### config.mk
export PLATFORM = sky130hd
export DESIGN_NAME = midi_rx_fifo
export DESIGN_NICKNAME = d
export VERILOG_FILES = /design/src/rtl/midi_rx_fifo.sv
export SDC_FILE = /design/constraint.sdc
export NUM_CORES = 1
export LEC_CHECK = 0
export CAP_MARGIN = 0
export CORE_AREA = 2 2 72 74
export DETAILED_ROUTE_END_ITERATION = 16
export DIE_AREA = 0 0 74 76
export GPL_TIMING_DRIVEN = 0
export HOLD_SLACK_MARGIN = 0.15
export PLACE_DENSITY = 0.82
export SLEW_MARGIN = 20
export SYNTH_ARGS = -nofsm -noshare
export SYNTH_HDL_FRONTEND = slang
export SYNTH_SLANG_ARGS = --single-unit
### constraint.sdc
create_clock -name i_clk_aud -period 3.35 [get_ports i_clk_aud]
set_clock_uncertainty 0.1 [all_clocks]
set_input_delay 0.67 -clock i_clk_aud [delete_from_list [all_inputs] [get_ports i_clk_aud]]
set_output_delay 0.67 -clock i_clk_aud [all_outputs]
set_load 0.02 [all_outputs]
### src/rtl/midi_rx_fifo.sv
// midi_rx_fifo: oversampling MIDI UART receiver feeding a first-word-fall-through byte FIFO
// with sticky framing/overrun flags and optional active-sense (0xFE) filtering.
module midi_rx_fifo #(
    parameter int CLK_HZ     = 1500000,
    parameter int BAUD       = 31250,
    parameter int OVERSAMPLE = 16,
    parameter int FIFO_DEPTH = 4,
    parameter int FILTER_FE  = 1
) (
    input  logic                              i_clk_aud,
    input  logic                              i_aud_rst_n,
    input  logic                              i_rx,
    input  logic                              i_rd,
    input  logic                              i_clr_err,
    output logic                              o_valid,
    output logic [7:0]                        o_data,
    output logic [$clog2(FIFO_DEPTH+1)-1:0]   o_count,
    output logic                              o_frame_err,
    output logic                              o_overrun
);
    localparam int DIV = CLK_HZ / (BAUD * OVERSAMPLE) - 1;
    localparam int TW  = DIV > 0 ? $clog2(DIV + 1) : 1;
    localparam int SW  = $clog2(OVERSAMPLE);
    localparam int AW  = $clog2(FIFO_DEPTH);
    localparam int CW  = $clog2(FIFO_DEPTH + 1);
    localparam logic [TW-1:0] DIV_T  = TW'(DIV);
    localparam logic [SW-1:0] S_HALF = SW'(OVERSAMPLE / 2 - 1);
    localparam logic [SW-1:0] S_LAST = SW'(OVERSAMPLE - 1);
    localparam logic [CW-1:0] FULL_N = CW'(FIFO_DEPTH);

    typedef enum logic [2:0] {IDLE, START, DATA, STOP, BREAK} state_t;

    state_t        state, state_d;
    logic [1:0]    sync;
    logic          rx_s;
    logic [TW-1:0] tcnt;
    logic          tick;
    logic [SW-1:0] scnt, scnt_d;
    logic [2:0]    bcnt, bcnt_d;
    logic [7:0]    shreg, shreg_d;
    logic          start_det, push, fe_evt;

    logic [7:0]    mem [FIFO_DEPTH];
    logic [AW-1:0] wptr, rptr;
    logic [CW-1:0] count;
    logic          pop, full, wr, ovf;

    assign rx_s = sync[1];
    assign tick = tcnt == DIV_T;

    always_comb begin
        state_d   = state;
        scnt_d    = tick ? scnt + 1'b1 : scnt;
        bcnt_d    = bcnt;
        shreg_d   = shreg;
        start_det = 1'b0;
        push      = 1'b0;
        fe_evt    = 1'b0;
        case (state)
            IDLE: if (!rx_s) begin
                state_d   = START;
                scnt_d    = '0;
                start_det = 1'b1;
            end
            START: if (tick && scnt == S_HALF) begin
                state_d = rx_s ? IDLE : DATA;
                scnt_d  = '0;
                bcnt_d  = '0;
            end
            DATA: if (tick && scnt == S_LAST) begin
                shreg_d = {rx_s, shreg[7:1]};
                scnt_d  = '0;
                bcnt_d  = bcnt + 1'b1;
                state_d = bcnt == 3'd7 ? STOP : DATA;
            end
            STOP: if (tick && scnt == S_LAST) begin
                scnt_d  = '0;
                state_d = rx_s ? IDLE : BREAK;
                push    = rx_s && !(FILTER_FE != 0 && shreg == 8'hFE);
                fe_evt  = !rx_s;
            end
            BREAK: state_d = rx_s ? IDLE : BREAK;
            default: state_d = IDLE;
        endcase
    end

    // Tick counter restarts on the detected falling edge so samples land mid-bit.
    always_ff @(posedge i_clk_aud or negedge i_aud_rst_n) begin
        if (!i_aud_rst_n) begin
            sync  <= 2'b11;
            state <= IDLE;
            tcnt  <= '0;
            scnt  <= '0;
            bcnt  <= '0;
            shreg <= '0;
        end else begin
            sync  <= {sync[0], i_rx};
            state <= state_d;
            tcnt  <= (start_det || tick) ? '0 : tcnt + 1'b1;
            scnt  <= scnt_d;
            bcnt  <= bcnt_d;
            shreg <= shreg_d;
        end
    end

    assign pop  = i_rd && o_valid;
    assign full = count == FULL_N;
    assign wr   = push && (!full || pop);
    assign ovf  = push && full && !pop;

    always_ff @(posedge i_clk_aud) begin
        if (wr) mem[wptr] <= shreg;
    end

    always_ff @(posedge i_clk_aud or negedge i_aud_rst_n) begin
        if (!i_aud_rst_n) begin
            wptr        <= '0;
            rptr        <= '0;
            count       <= '0;
            o_frame_err <= 1'b0;
            o_overrun   <= 1'b0;
        end else begin
            wptr        <= wr ? wptr + 1'b1 : wptr;
            rptr        <= pop ? rptr + 1'b1 : rptr;
            count       <= count + CW'(wr) - CW'(pop);
            o_frame_err <= fe_evt || (o_frame_err && !i_clr_err);
            o_overrun   <= ovf || (o_overrun && !i_clr_err);
        end
    end

    assign o_valid = count != '0;
    assign o_count = count;
    assign o_data  = mem[rptr];
endmodule
Word-level counts from Yosys, hierarchy flattened
Memories as Yosys holds them, arrays and structs flattened. Index checks and enable logic that the tools add are counted.

Register bits after elaboration: 31. RAM bits: 32. Bits of input ports: 5. Output and inout bits: 14. Logic and storage cells: 83. Memories kept: 1.

Memories: mem (depth 4, width 8, rd ports 1, clocked after Yosys merged registers in 0, write ports 1, RTL line 43) `logic [7:0] mem [FIFO_DEPTH];`.

Add/sub/neg operators: 7. Equal/unequal tests: 14. Muxes and demuxes: 25. Reductions and logical operators: 25.

Operators by type and width (count): $mux W3 (7); $mux W4 (4); $pmux W3 S5 (1); $pmux W4 S3 (1); $eq A3 B3 Y1 const B (3); $logic_and A1 B1 Y1 (9); $mux W1 (9); $eq A8 B8 Y1 const B (1); $ne A2 B2 Y1 const B (4); $add A2 B1 Y2 const B (3); $eq A3 B2 Y1 const B (2); $pmux W3 S2 (1); $logic_not A1 Y1 (5); $add A4 B1 Y4 const B (1); $eq A4 B3 Y1 const B (1); $eq A4 B4 Y1 const B (1); $logic_or A1 B1 Y1 (4); $mux W2 (2); $reduce_and A4 Y1 (1); $add A3 B1 Y3 (1); $add A3 B1 Y3 const B (1); $eq A3 B1 Y1 const B (1); $logic_not A3 Y1 (1); $reduce_and A3 Y1 (1); 6 further kinds (6).

Longest topological paths before layout
Word-level depth: 8. Depth in mapped cells: 14. Mapped depth without buffers: 13.

Worst setup path after synthesis
OpenSTA, ideal clock, no wires.

Path type: register to register. Start: reg tcnt[0]. End: reg count[2], in the netlist o_count[2]. Library setup time: 130 ps. Data arrival time: 2453 ps. Required time: 3120 ps. Setup slack: 667 ps. Stages on the path, launching flop included: 15. Path buffers: 1. Clock period less this slack: 2683 ps. Path through: dfrtp_1 > inv_1 > ha_1 > buf_4 > and3_4 > nand4_4 > nor3_4 > inv_1 > ha_1 > inv_1 > ha_1 > inv_1 > fa_1 > xnor2_1 > xnor2_1.

Cells in the longest elaborated chain, start to end: 7.

RTL lines: start: declaration (RTL line 36) `logic [TW-1:0] tcnt;`; start signal: assignment (RTL line 99) `tcnt <= (start_det || tick) ? '0 : tcnt + 1'b1;`; $eq A2 B2 Y1 (RTL line 49) `assign tick = tcnt == DIV_T;`; $logic_and A1 B1 Y1 (RTL line 76) `STOP: if (tick && scnt == S_LAST) begin`; $mux W1 (RTL line 76); $mux W1 (RTL line 59) `case (state)`; $logic_and A1 B1 Y1 (RTL line 108) `assign wr = push && (!full || pop);`; $add A3 B1 Y3 (RTL line 125) `count <= count + CW'(wr) - CW'(pop);`; $sub A3 B1 Y3 (RTL line 125); end signal: assignment (RTL line 125); end: declaration (RTL line 45) `logic [CW-1:0] count;`.

Every way passes these cells. A chain may end at the register's enable or synchronous reset.

Worst setup path after layout
Same ends and word-level chain as after synthesis.

==> metrics.log <==
[metrics] Worst Path Arrival: around 3000 ps
[metrics] number of buffers added by the clock tree synthesis step: 9
[metrics] critical register-to-register path endpoint: o_count[2]
[metrics] effective utilization at floorplan: ~56%
[metrics] worst reg2reg setup slack: between 400 and 500 ps
[metrics] max-cap violations: 0
[metrics] top-area cell type share of the netlist area: a little over a third
[metrics] # fillers: about 360
[metrics] Hold Crit Endpoint: sync[1]
[metrics] required time of the critical path: 3470 ps
[metrics] Hold WC Path Type: reg2reg
[metrics] Hold Vio Cnt, Final: 0
[metrics] power per standard cell area: slightly below 700 nW/µm²
[metrics] kind of cell adding the most delay to the critical path: adder cells
[metrics] Static Leak: 1.30 nW
[metrics] CP endpoint kind: flip-flop
[metrics] Worst Path Buf+Inv: 5
[metrics] WS Path Type: reg2reg
[metrics] top_reg_cell synth: sky130_fd_sc_hd__edfxtp_1
[metrics] post-layout net count: about 220
[metrics] Post-Synthesis Mean Instance Area: between 15 and 20 µm²
[metrics] Relative slew margins: approximately 55%
[metrics] die span in y: 76 µm
[metrics] DR pass1 iterations: 4
[metrics] leading area contributor after synthesis: sky130_fd_sc_hd__edfxtp_1
[metrics] HPWL Detailed: 3020 µm
[metrics] aggregate global routing overflow: 0
[metrics] quantity of I/O buffers inserted on ports: 18
[metrics] Clk Tree Root Cell: sky130_fd_sc_hd__clkbuf_8
[metrics] sort of element at the start of the critical path: flip-flop
[metrics] maximum number of pins on one net before global-route repair: 32
[metrics] via count normalized by instance count: 5.26
[metrics] launch instance of the worst register-to-register path: tcnt[0]
[metrics] Placer Congestion: 0.749
[metrics] core utilization of the finished layout: 65.7%
[metrics] drc violations: 0
[metrics] flop and latch count out of synthesis: 63
[metrics] clock transition at the registers of the reported paths: approximately 70 ps
[metrics] Final setup viols: 0
[metrics] warning count from the yosys run: 0
[metrics] number of nets still failing antenna checks after routing: 0
[metrics] final period utilization: 86.3%
[metrics] wire length per cell after detailed routing: approximately 16 µm
[metrics] clock period minus worst slack: 2890 ps
[metrics] ordered list of cells on the worst path: inv_1 -> ha_1 -> buf_4 -> and3_4 -> nand4_4 -> nor3_4 -> inv_1 -> ha_1 -> inv_1 -> ha_1 -> inv_1 -> fa_1 -> xnor2_1 -> xnor2_1
[metrics] worst hold margin: around 260 ps
[metrics] GR Util All Layers: between 10% and 20%
[metrics] H-tree levels: 3
[metrics] Critical Path Slowest Stage Cell: sky130_fd_sc_hd__dfrtp_1
[metrics] P&R area growth vs syn: 17.1%
[metrics] largest fanout on the critical path: 8
[metrics] number of global-route vias before repair: around 1500
[metrics] CTS-repair resized insts: 0
[metrics] count of final max-slew check failures: 0
[metrics] die area: ~5600 µm²
[metrics] unrepaired setup endpoints after global routing: no
[metrics] drt first-iter violations: 94
[metrics] sequential element share of the synthesized area: a little over three fifths
[metrics] top cells by area in the synthesized netlist: sky130_fd_sc_hd__edfxtp_1 (35%), sky130_fd_sc_hd__dfrtp_1 (26%), sky130_fd_sc_hd__mux4_2 (6.5%), sky130_fd_sc_hd__ha_1 (4.5%), sky130_fd_sc_hd__mux2_4 (4.4%)
[metrics] clock net sink count: between 60 and 70
[metrics] I/O pin total: 19
[metrics] Critical Path Most Common Cell: sky130_fd_sc_hd__inv_1
[metrics] total standard cell area after synthesis: about 2800 µm²
[metrics] syn nets: 190
[metrics] number of post-CTS setup repair buffers: 0
[metrics] Skew-Pair Late Insertion Delay: 330 ps
[metrics] maximum vdd drop: just under 0.5 mV
[metrics] Worst Hold Path Cells: 0
[metrics] maximum root-to-sink buffer count: 2
[metrics] R2R cell count: 14
[metrics] width of the chip: ~74 µm
[metrics] slew of the pin with the lowest slew margin: between 600 and 700 ps
[metrics] Worst Hold Launch: sync[0]
[metrics] total negative slack for setup checks: 0 ps
[metrics] post-detailed-placement cell area: a little over 3000 µm²
[metrics] pre-CTS setup slack: about 300 ps
[metrics] highest clock frequency the design can meet: between 300 and 400 MHz
[metrics] number of buffers added to fix hold violations after cts: 0
[metrics] number of enable-type register cells in the synthesized netlist: 32
[metrics] initial antenna violation count: 0
[metrics] global-route wire length before repair: 7070 µm
[metrics] result of the run: completed
[metrics] final wirelength: around 4300 µm
[metrics] number of placement rows: 26
[metrics] share of post-route cells with drive strength above 1: 23.6%
[metrics] total core area: 4910 µm²
[metrics] Antenna diodes: 0
[metrics] crit-path max cell delay: between 300 and 400 ps
[metrics] library cells used by synthesis: between 40 and 50
[metrics] share of synthesized flip-flops with an asynchronous set or reset: 49.2%
[metrics] total number of vias: 1461
[metrics] Final Worst Setup Slack: about 460 ps
[metrics] area of all placed cells without fillers: 3230 µm²
[metrics] CTS tree: yes
[metrics] gate count after technology mapping: between 150 and 200
## layout by cell type (no fill, tap or decap), types with 4 or more instances in the layout
master	count
sky130_fd_sc_hd__nand2_1	4
sky130_fd_sc_hd__edfxtp_1	32
sky130_fd_sc_hd__clkbuf_8	11
sky130_fd_sc_hd__ha_1	10
sky130_fd_sc_hd__dfrtp_1	29
sky130_fd_sc_hd__mux4_2	8
sky130_fd_sc_hd__nor2_1	10
sky130_fd_sc_hd__mux2_4	8
sky130_fd_sc_hd__xnor2_1	5
sky130_fd_sc_hd__clkdlybuf4s50_1	17
sky130_fd_sc_hd__inv_1	13
sky130_fd_sc_hd__nand3_1	4
sky130_fd_sc_hd__and2_1	5
## registers in the layout, summed over array words and instances (netlist names)
register / cells
wptr: 2
tcnt: 2
o_overrun: 1
scnt: 4
bcnt: 3
state: 3
o_count: 3
rptr: 2
o_frame_err: 1
sync: 2
mem: 32
shreg: 8
## per-stage QoR
| stage | cells | total power [W] |
|---|---|---|
| 2_1_floorplan | 174 | 0.00134 |
| 3_3_place_gp | 262 | 0.00153 |
| 3_5_place_dp | 262 | 0.00157 |
| 4_1_cts | 278 | 0.00223 |
| 5_1_grt | 278 | 0.00232 |
| 6_report | 278 | 0.00221 |
## how the worst max path moves through the flow
stage            start          to  slack [ps]  depth (start not counted)
6_report       tcnt[0]  o_count[2]         460                         14
5_1_grt        tcnt[0]  o_count[2]         270                         14
4_1_cts        tcnt[0]  o_count[2]         450                         14
3_5_place_dp      i_rd  o_count[2]         310                         11
3_3_place_gp      i_rd  o_count[2]         370                         11
2_1_floorplan  tcnt[0]  o_count[2]         670                         14
## layout make-up
type / count / area [µm²] / area share (%)
Tap cell: 70 / 87.6 / 2.71
Multi-Input combinational cell: 91 / 917 / 28.4
Sequential cell: 63 / 1740 / 53.9
Inverter: 13 / 48.8 / 1.51
Clock inverter: 5 / 56.3 / 1.74
Timing Repair Buffer: 18 / 175 / 5.43
Clock buffer: 11 / 151 / 4.69
Buffer: 7 / 51.3 / 1.59
## where the power goes
group	leakage, nW	switching [W]	total [W]	internal, W
sequential	0.728	0.0000521	0.000923	0.000871
clock	0.105	0.000291	0.000674	0.000383
combinational	0.466	0.000299	0.000616	0.000316
total	1.30	0.000643	0.00221	0.00157
## cells by family after synthesis
logic type | Yosys count | share of synthesized area (%)
flops | 63 | 63.1
fa+ha+maj | 11 | 5.27
mux | 18 | 11.7
buf+inv | 20 | 3.63
xor+xnor | 8 | 2.54
simple gates | 38 | 9.35
compound gates | 16 | 4.45
## cell usage after synthesis, drive strengths merged (2+ instances only)
cell type	instances
a211oi	3
a21oi	2
a311oi	2
and2	5
buf	7
dfrtp	29
dfstp	2
edfxtp	32
ha	10
inv	13
mux2	9
mux4	8
nand2	4
nand3	4
nand4	4
nor2	10
nor2b	2
o21ai	4
xnor2	5
xor2	3
## layer usage
metal  GRT usage [%]  routed length [µm]
met1            21.6                1880
met2            27.9                2270
met3            5.95                 131
met4            5.45                  57
met5               0                   0
No activity file was read; power rests on OpenSTA's default activity.
